**src/rtl/pc_update_ras_if.sv**
```systemverilog
// Bus between the fetch/execute side and the next-PC register: control and operand inputs,
// registered PC, status and return-address-stack outputs.
interface pc_update_ras_if #(
    parameter int unsigned ADDR_W = 64,
    parameter int unsigned CNT_W  = 16
);
    logic              en;
    logic [3:0]        icode;
    logic              cnd;
    logic [ADDR_W-1:0] valP;
    logic [ADDR_W-1:0] valC;
    logic [ADDR_W-1:0] valM;
    logic [ADDR_W-1:0] pc;
    logic [1:0]        status;
    logic              ras_hit;
    logic              ras_miss;
    logic              ras_ovf;
    logic [CNT_W-1:0]  miss_cnt;

    modport master (
        output en, icode, cnd, valP, valC, valM,
        input  pc, status, ras_hit, ras_miss, ras_ovf, miss_cnt
    );

    modport slave (
        input  en, icode, cnd, valP, valC, valM,
        output pc, status, ras_hit, ras_miss, ras_ovf, miss_cnt
    );
endinterface

```
**src/rtl/pc_update_ras.sv**
```systemverilog
// Y86-64 next-PC register with sticky RUN/HALT/ERR status and stall enable.
// Define PC_UPDATE_RAS_EN to add the return-address-stack checker (hit/miss/overflow/miss count).
module pc_update_ras #(
    parameter int unsigned       ADDR_W    = 64,
    parameter int unsigned       RAS_DEPTH = 8,
    parameter logic [ADDR_W-1:0] RESET_PC  = '0,
    parameter int unsigned       CNT_W     = 16
) (
    input logic            clk,
    input logic            rst_n,
    pc_update_ras_if.slave bus
);

    typedef enum logic [1:0] {
        ST_RUN  = 2'd0,
        ST_HALT = 2'd1,
        ST_ERR  = 2'd2
    } state_t;

    state_t            r_state;
    state_t            w_state_nxt;
    logic [ADDR_W-1:0] r_pc;
    logic [ADDR_W-1:0] w_pc_nxt;
    logic              w_adv;

    assign w_adv = bus.en && (r_state == ST_RUN);

    // Next-PC selection and status transitions; halt/invalid codes freeze the PC
    always_comb begin
        w_state_nxt = r_state;
        w_pc_nxt    = r_pc;
        if (w_adv) begin
            case (bus.icode)
                4'h0:    w_state_nxt = ST_HALT;
                4'h7:    w_pc_nxt    = bus.cnd ? bus.valC : bus.valP;
                4'h8:    w_pc_nxt    = bus.valC;
                4'h9:    w_pc_nxt    = bus.valM;
                4'h1, 4'h2, 4'h3, 4'h4, 4'h5, 4'h6, 4'hA, 4'hB:
                         w_pc_nxt    = bus.valP;
                default: w_state_nxt = ST_ERR;
            endcase
        end else begin
            w_state_nxt = r_state;
            w_pc_nxt    = r_pc;
        end
    end

    // PC and status registers
    always_ff @(posedge clk or negedge rst_n) begin
        if (!rst_n) begin
            r_state <= ST_RUN;
            r_pc    <= RESET_PC;
        end else begin
            r_state <= w_state_nxt;
            r_pc    <= w_pc_nxt;
        end
    end

    assign bus.pc     = r_pc;
    assign bus.status = r_state;

`ifdef PC_UPDATE_RAS_EN
    localparam int unsigned     PTR_W   = (RAS_DEPTH > 1) ? $clog2(RAS_DEPTH) : 1;
    localparam logic [PTR_W:0]  DEPTH_C = (PTR_W + 1)'(RAS_DEPTH);

    logic [ADDR_W-1:0] r_ras [RAS_DEPTH];
    logic [PTR_W-1:0]  r_tp;
    logic [PTR_W:0]    r_cnt;
    logic              r_hit;
    logic              r_miss;
    logic              r_ovf;
    logic [CNT_W-1:0]  r_miss_cnt;

    logic              w_call;
    logic              w_ret;
    logic              w_empty;
    logic              w_full;
    logic              w_match;
    logic              w_miss_ev;
    logic [PTR_W-1:0]  w_tp_inc;

    assign w_call    = w_adv && (bus.icode == 4'h8);
    assign w_ret     = w_adv && (bus.icode == 4'h9);
    assign w_empty   = (r_cnt == {(PTR_W + 1){1'b0}});
    assign w_full    = (r_cnt == DEPTH_C);
    assign w_match   = (r_ras[r_tp] == bus.valM);
    assign w_miss_ev = w_ret && (w_empty || !w_match);
    assign w_tp_inc  = r_tp + PTR_W'(1);

    // Stack storage; contents after reset are irrelevant because cnt gates every read
    always_ff @(posedge clk) begin
        if (w_call) begin
            r_ras[w_tp_inc] <= bus.valP;
        end
    end

    // Pointer, occupancy, pulse, sticky overflow and saturating miss counter
    always_ff @(posedge clk or negedge rst_n) begin
        if (!rst_n) begin
            r_tp       <= '0;
            r_cnt      <= '0;
            r_hit      <= 1'b0;
            r_miss     <= 1'b0;
            r_ovf      <= 1'b0;
            r_miss_cnt <= '0;
        end else begin
            r_hit  <= 1'b0;
            r_miss <= 1'b0;
            if (w_call) begin
                r_tp <= w_tp_inc;
                if (w_full) begin
                    r_ovf <= 1'b1;
                end else begin
                    r_cnt <= r_cnt + (PTR_W + 1)'(1);
                end
            end else if (w_ret) begin
                if (w_empty) begin
                    r_miss <= 1'b1;
                end else begin
                    r_hit  <= w_match;
                    r_miss <= !w_match;
                    r_tp   <= r_tp - PTR_W'(1);
                    r_cnt  <= r_cnt - (PTR_W + 1)'(1);
                end
            end
            if (w_miss_ev && (r_miss_cnt != {CNT_W{1'b1}})) begin
                r_miss_cnt <= r_miss_cnt + CNT_W'(1);
            end
        end
    end

    assign bus.ras_hit  = r_hit;
    assign bus.ras_miss = r_miss;
    assign bus.ras_ovf  = r_ovf;
    assign bus.miss_cnt = r_miss_cnt;
`else
    localparam int unsigned UNUSED_RAS_DEPTH = RAS_DEPTH;

    assign bus.ras_hit  = 1'b0;
    assign bus.ras_miss = 1'b0;
    assign bus.ras_ovf  = 1'b0;
    assign bus.miss_cnt = '0;
`endif

endmodule

```
**src/flat_wrapper.sv**
```systemverilog
// flat-port wrapper written by rule: the top's interface ports become plain ports
module pc_update_ras_flat 
#(
    parameter int unsigned       ADDR_W    = 64,
    parameter int unsigned       RAS_DEPTH = 8,
    parameter logic [ADDR_W-1:0] RESET_PC  = '0,
    parameter int unsigned       CNT_W     = 16
)
  (clk, rst_n, bus_en, bus_icode, bus_cnd, bus_valP, bus_valC, bus_valM, bus_pc, bus_status, bus_ras_hit, bus_ras_miss, bus_ras_ovf, bus_miss_cnt);
  pc_update_ras_if #(.ADDR_W(ADDR_W), .CNT_W(CNT_W)) bus_i ();
  input logic clk;
  input logic rst_n;
  input wire logic [$bits(bus_i.en)-1:0] bus_en;
  input wire logic [$bits(bus_i.icode)-1:0] bus_icode;
  input wire logic [$bits(bus_i.cnd)-1:0] bus_cnd;
  input wire logic [$bits(bus_i.valP)-1:0] bus_valP;
  input wire logic [$bits(bus_i.valC)-1:0] bus_valC;
  input wire logic [$bits(bus_i.valM)-1:0] bus_valM;
  output wire logic [$bits(bus_i.pc)-1:0] bus_pc;
  output wire logic [$bits(bus_i.status)-1:0] bus_status;
  output wire logic [$bits(bus_i.ras_hit)-1:0] bus_ras_hit;
  output wire logic [$bits(bus_i.ras_miss)-1:0] bus_ras_miss;
  output wire logic [$bits(bus_i.ras_ovf)-1:0] bus_ras_ovf;
  output wire logic [$bits(bus_i.miss_cnt)-1:0] bus_miss_cnt;
  assign bus_i.en = bus_en;
  assign bus_i.icode = bus_icode;
  assign bus_i.cnd = bus_cnd;
  assign bus_i.valP = bus_valP;
  assign bus_i.valC = bus_valC;
  assign bus_i.valM = bus_valM;
  assign bus_pc = bus_i.pc;
  assign bus_status = bus_i.status;
  assign bus_ras_hit = bus_i.ras_hit;
  assign bus_ras_miss = bus_i.ras_miss;
  assign bus_ras_ovf = bus_i.ras_ovf;
  assign bus_miss_cnt = bus_i.miss_cnt;
  pc_update_ras #(.ADDR_W(ADDR_W), .RAS_DEPTH(RAS_DEPTH), .RESET_PC(RESET_PC), .CNT_W(CNT_W)) u_core (.clk(clk), .rst_n(rst_n), .bus(bus_i));
endmodule
```
**config.mk**
```make
export PLATFORM = sky130hd
export DESIGN_NAME = pc_update_ras_flat
export DESIGN_NICKNAME = d
export VERILOG_FILES = /design/src/rtl/pc_update_ras_if.sv /design/src/rtl/pc_update_ras.sv /design/src/flat_wrapper.sv
export SDC_FILE = /design/constraint.sdc
export NUM_CORES = 1
export LEC_CHECK = 0
export BUFFER_PORTS_ARGS = -buffer_cell sky130_fd_sc_hd__buf_2
export CAP_MARGIN = 20
export CORE_MARGIN = 4
export CORE_UTILIZATION = 32
export DETAILED_ROUTE_END_ITERATION = 8
export PLACE_DENSITY_LB_ADDON = 0.25
export SLEW_MARGIN = 15
export SYNTH_ARGS = -nofsm -noshare
export SYNTH_HDL_FRONTEND = slang
export SYNTH_SLANG_ARGS = --single-unit
```
**constraint.sdc**
```tcl
create_clock -name clk -period 4 [get_ports clk]
set_clock_uncertainty 0.05 [all_clocks]
set_input_delay 0.4 -clock clk [delete_from_list [all_inputs] [get_ports clk]]
set_output_delay 0.4 -clock clk [all_outputs]
set_load 0.02 [all_outputs]
```
; ---- Yosys cells after proc, flatten, opt, wreduce, memory -nomap -nowiden
; Index checks and enable logic that the tools add are counted.
[op_classes]
n_eq_ne = 11
n_mux = 3
n_bitwise = 1
n_reduce_logical = 8
[ops]
columns = cell, count
row1 = one-hot mux 64 bit (4 select lines), 1
row2 = 2-to-1 mux 64 bit, 1
row3 = == test 4 x 3 -> 1 bit (second input constant), 4
row4 = == test 4 bit (second input constant), 4
row5 = OR reduction 11 bit, 1
row6 = == test 4 x 2 -> 1 bit (second input constant), 2
row7 = OR reduction 8 bit, 1
row8 = == test 4 x 1 -> 1 bit (second input constant), 1
row9 = zero test 4 bit, 1
row10 = one-hot mux 2 bit (2 select lines), 1
row11 = AND reduction 2 bit, 2
row12 = nonzero test 4 bit, 1
row13 = zero test 2 bit, 1
row14 = logical AND 1 bit, 1
row15 = NOT 1 bit, 1
[word_totals]
ff_bits = 66
out_inout_bits = 85
word_cells = 25

; ---- Logic depth before layout (Yosys ltp)
[depth]
ltp_word = 4
depth_mapped = 7
depth_no_buf = 4

; ---- Worst setup path after synthesis
; Ideal clock, no wire load.
[synth_timing]
path_kind = input-to-reg
start = input bus_icode[0]
end = register u_core.r_pc[10] (netlist: u_core.bus.pc[10])
arrival_ps = 1765
required_ps = 3813
slack_ps = 2048
cell_stages = 6
n_path_buf = 3
path_cell_list = buf_2 buf_2 clkbuf_1 mux2_2 a222oi_1 a21oi_1
[synth_between]
elab_chain_cells = 4
[synth_rtl]
columns = item, line_no
row1 = start: declaration, flat_wrapper.sv:14  ; input wire logic [$bits(bus_i.icode)-1:0] bus_icode;
row2 = "== test 4 x 1 -> 1 bit, or another cell as far along", pc_update_ras.sv:33  ; case (bus.icode)
row3 = OR reduction 8 bit, pc_update_ras.sv:33
row4 = nonzero test 4 bit (no source line), n/a
row5 = AND reduction 2 bit (no source line), n/a
row6 = end signal: assignment, pc_update_ras.sv:55  ; r_pc <= w_pc_nxt;
row7 = end: declaration, pc_update_ras.sv:22  ; logic [ADDR_W-1:0] r_pc;
; Several ways; a longest one is shown, not always the timed one.
; A chain may end at the register's enable or synchronous reset.

; ---- Worst setup path in the final report
[layout_timing]
start = input bus_icode[0]
end = register u_core.r_pc[37] (netlist: u_core.bus.pc[37])
; The elaborated chain is that of the path after synthesis.

==> summary.md <==
| Metric | Value |
|---|---|
| Die Y | `between 100 and 150 um` |
| R2r endpoint | `u_core.bus.pc[37]` |
| R2R setup slack | `between 2 and 2.5 ns` |
| Share of cells above drive strength 1 | `55.0%` |
| Min-delay worst type | `in2async` |
| Crit path from | `bus_icode[0]` |
| Synthesis Warnings | `0` |
| Post-Route WL | `13.9 mm` |
| RR Startpoint | `u_core.bus.status[0]` |
| CP Capture Type | `register` |
| Setup Fix Bufs, Post-CTS | `0` |
| Die area | `around 15,000 sq um` |
| Final setup violation count | `0` |
| GRT Total Usage | `a little under a fifth` |
| Register bit total from synthesis | `66` |
| RePlAce Congestion | `roughly 0.77` |
| Initial core utilization | `32.7%` |
| R2R cell count | `5` |
| Latest clock arrival within the worst-skew pair | `0.32 ns` |
| Mapped cell area | `4140 sq um` |
| Distinct cells, synth | `31` |
| Hold-fix buffers, CTS | `0` |
| Mean post-synth cell area | `roughly 10 sq um` |
| Top-area cell type share of the netlist area | `about two fifths` |
| Final Hold Viols | `0` |
| Layout Nets | `848` |
| DRT Pass-1 Iters | `7` |
| Register clock-pin slew on the reported worst setup and hold paths | `~0.050 ns` |
| Post-synth EDFFs | `0` |
| Status | `complete, no violations` |
| Grt total ovfl | `0` |
| DR vias | `about 4,300` |
| CTS buffer count | `9` |
| Top cells by area, synth | `dfrtp_1 (40%), mux2_2 (17%), a222oi_1 (15%)` |
| Final Cell Area | `5730 sq um` |
| Critical Path Start Type | `input pin` |
| DRC errors left | `0` |
| Site row count | `between 40 and 50` |
| Ys flop type | `dfrtp_1` |
| Routed vias/inst | `~5.3` |
| Leading area contributor after synthesis | `dfrtp_1` |
| Fmax | `between 0.4 and 0.5 GHz` |
| Placeable Area | `roughly 13,000 sq um` |
| Post-Syn Instances | `between 400 and 500` |
| Number of top-level pins | `285` |
| PwrDens | `between 300 and 400 nW/um^2` |
| Area Growth Syn to Fin | `38.3%` |
| CP max FO | `~130` |
| Post-synthesis async set-or-reset flop share | `between 90% and 100%` |
| Total Power | `between 1.5 and 2 mW` |
| WS Path Type | `in2reg` |
| Initial antenna violation count | `1` |
| Number of diodes | `0` |
| Fin crit period | `~2.2 ns` |
| Commonest cells post-synth | `dfrtp_1 (66), nor2_1 (64), a21oi_1 (63)` |
| Post-CTS resize count | `0` |
| LEAKAGE | `approximately 2.8 nW` |
| Worst slew pin tran | `0.842 ns` |
| Layout filler cell count | `1,242` |
| Max clock buf depth | `2` |
| Unrepaired setup endpoints after global routing | `false` |
| Clk sink count | `66` |
| DR WL/cell | `~17 um` |
| Max-cap violations | `0` |
| Vias in the first global route | `roughly 4,400` |
| First-pass GRT wire length | `approximately 21 mm` |
| Final ANT Viol Nets | `0` |
| Root buffer cell | `clkbuf_16` |
| Largest net degree at the start of global routing | `roughly 130` |
| Slew headroom | `between 40% and 50%` |
| Arrival time worst endpoint | `between 2 and 2.5 ns` |
| Pins Over Slew Limit | `0` |
| Peak VDD IR | `between 0.15 and 0.2 mV` |
| Hold Slack | `a little over 0.03 ns` |
| Port buffer count | `approximately 270` |
| Dpl cell area | `between 5000 and 6000 sq um` |
| Req. time, crit path | `about 4.2 ns` |
| H-tree depth | `3` |
| Setup TNS | `0 ns` |
| CTS tree | `built` |
| Tcrit/Tclk final | `a little under three fifths` |
| Top-count cell post-synth | `dfrtp_1` |
| Sequential fraction of the synthesis area | `39.9%` |
| Post-DP HPWL | `10.2 mm` |
| Die W | `approximately 120 um` |
| Initial drt markers | `around 380` |
state kept, by name, indices dropped and copies added (netlist names):
signal / flops
u_core.bus.pc: 64
u_core.bus.status: 2
critical path, cell delays in order:
cell and delay (ns):
buf_2 0.21, buf_4 0.43, nor4_1 0.16, nor4_2 0.39, buf_12 0.43, nor2_1 0.09
a31oi_1 0.17
how the worst max path moves through the flow:
stage / to / slack [ns] / cells past startpoint
3_3_place_gp: u_core.bus.pc[61] / 1.51 / 6
2_1_floorplan: u_core.bus.pc[10] / 2.05 / 6
4_1_cts: u_core.bus.pc[8] / 1.82 / 6
3_5_place_dp: u_core.bus.pc[8] / 1.47 / 6
6_report: u_core.bus.pc[37] / 1.80 / 7
5_1_grt: u_core.bus.pc[0] / 1.66 / 6
placed cells by master (no fill, tap or decap), types with 2 or more instances in the layout:
cell type	synthesis	layout
a222oi_1	62	62
o21ai_0	2	2
clkinvlp_4	0	2
buf_4	19	7
inv_1	2	2
nor2_1	64	64
buf_12	0	2
dfrtp_1	66	66
buf_2	11	264
clkbuf_16	0	9
a31oi_1	2	2
a31o_2	2	2
a21oi_1	63	63
mux2_2	62	62
conb_1	1	19
a32oi_1	2	2
clkinv_2	0	3
nand2_1	4	4
kinds of logic (layout without fill, tap and decap cells):
logic type | Yosys count | after routing | synth area share (%)
AO/OA/AOI/OAI | 137 | 137 | 25.5
multiplexers | 62 | 62 | 16.9
AND/OR/NAND/NOR | 78 | 78 | 8.06
buffers and inverters | 64 | 291 | 9.66
other | 1 | 19 | 0.0905
flip-flops | 66 | 66 | 39.9
stage by stage:
step | utilization (%) | setup WS [ns] | instances
after global routing | 45.2 | 1.66 | 825
final | 45.2 | 1.80 | 825
after global placement | 43.1 | 1.51 | 809
after detailed placement | 43.1 | 1.47 | 809
after floorplan | - | 2.05 | 426
after CTS | 45.2 | 1.82 | 825
per-layer routing:
layer	wire length, um	vias to the layer above	track usage, %
li1	-	2061	-
met1	5370	2047	20.7
met2	6990	223	32.0
met3	1390	14	5.57
met4	178	2	5.67
met5	13	-	0
report_power, final:
group          leakage, nW  internal, mW  switching (mW)
Sequential           0.838         0.722          0.0298
Clock                0.131         0.433           0.284
Combinational         1.85         0.238           0.283
area by class of cell:
type                            instances  area (sq um)  share of cell area (%)
Clock inverter                          5          30.0                   0.524
Timing Repair Buffer                  273          1410                    24.7
Inverter                                2          7.51                   0.131
Clock buffer                           11           243                    4.24
Tap cell                              172           215                    3.76
Sequential cell                        66          1650                    28.8
Multi-Input combinational cell        296          2170                    37.9
No activity file was read; power rests on OpenSTA's default activity.
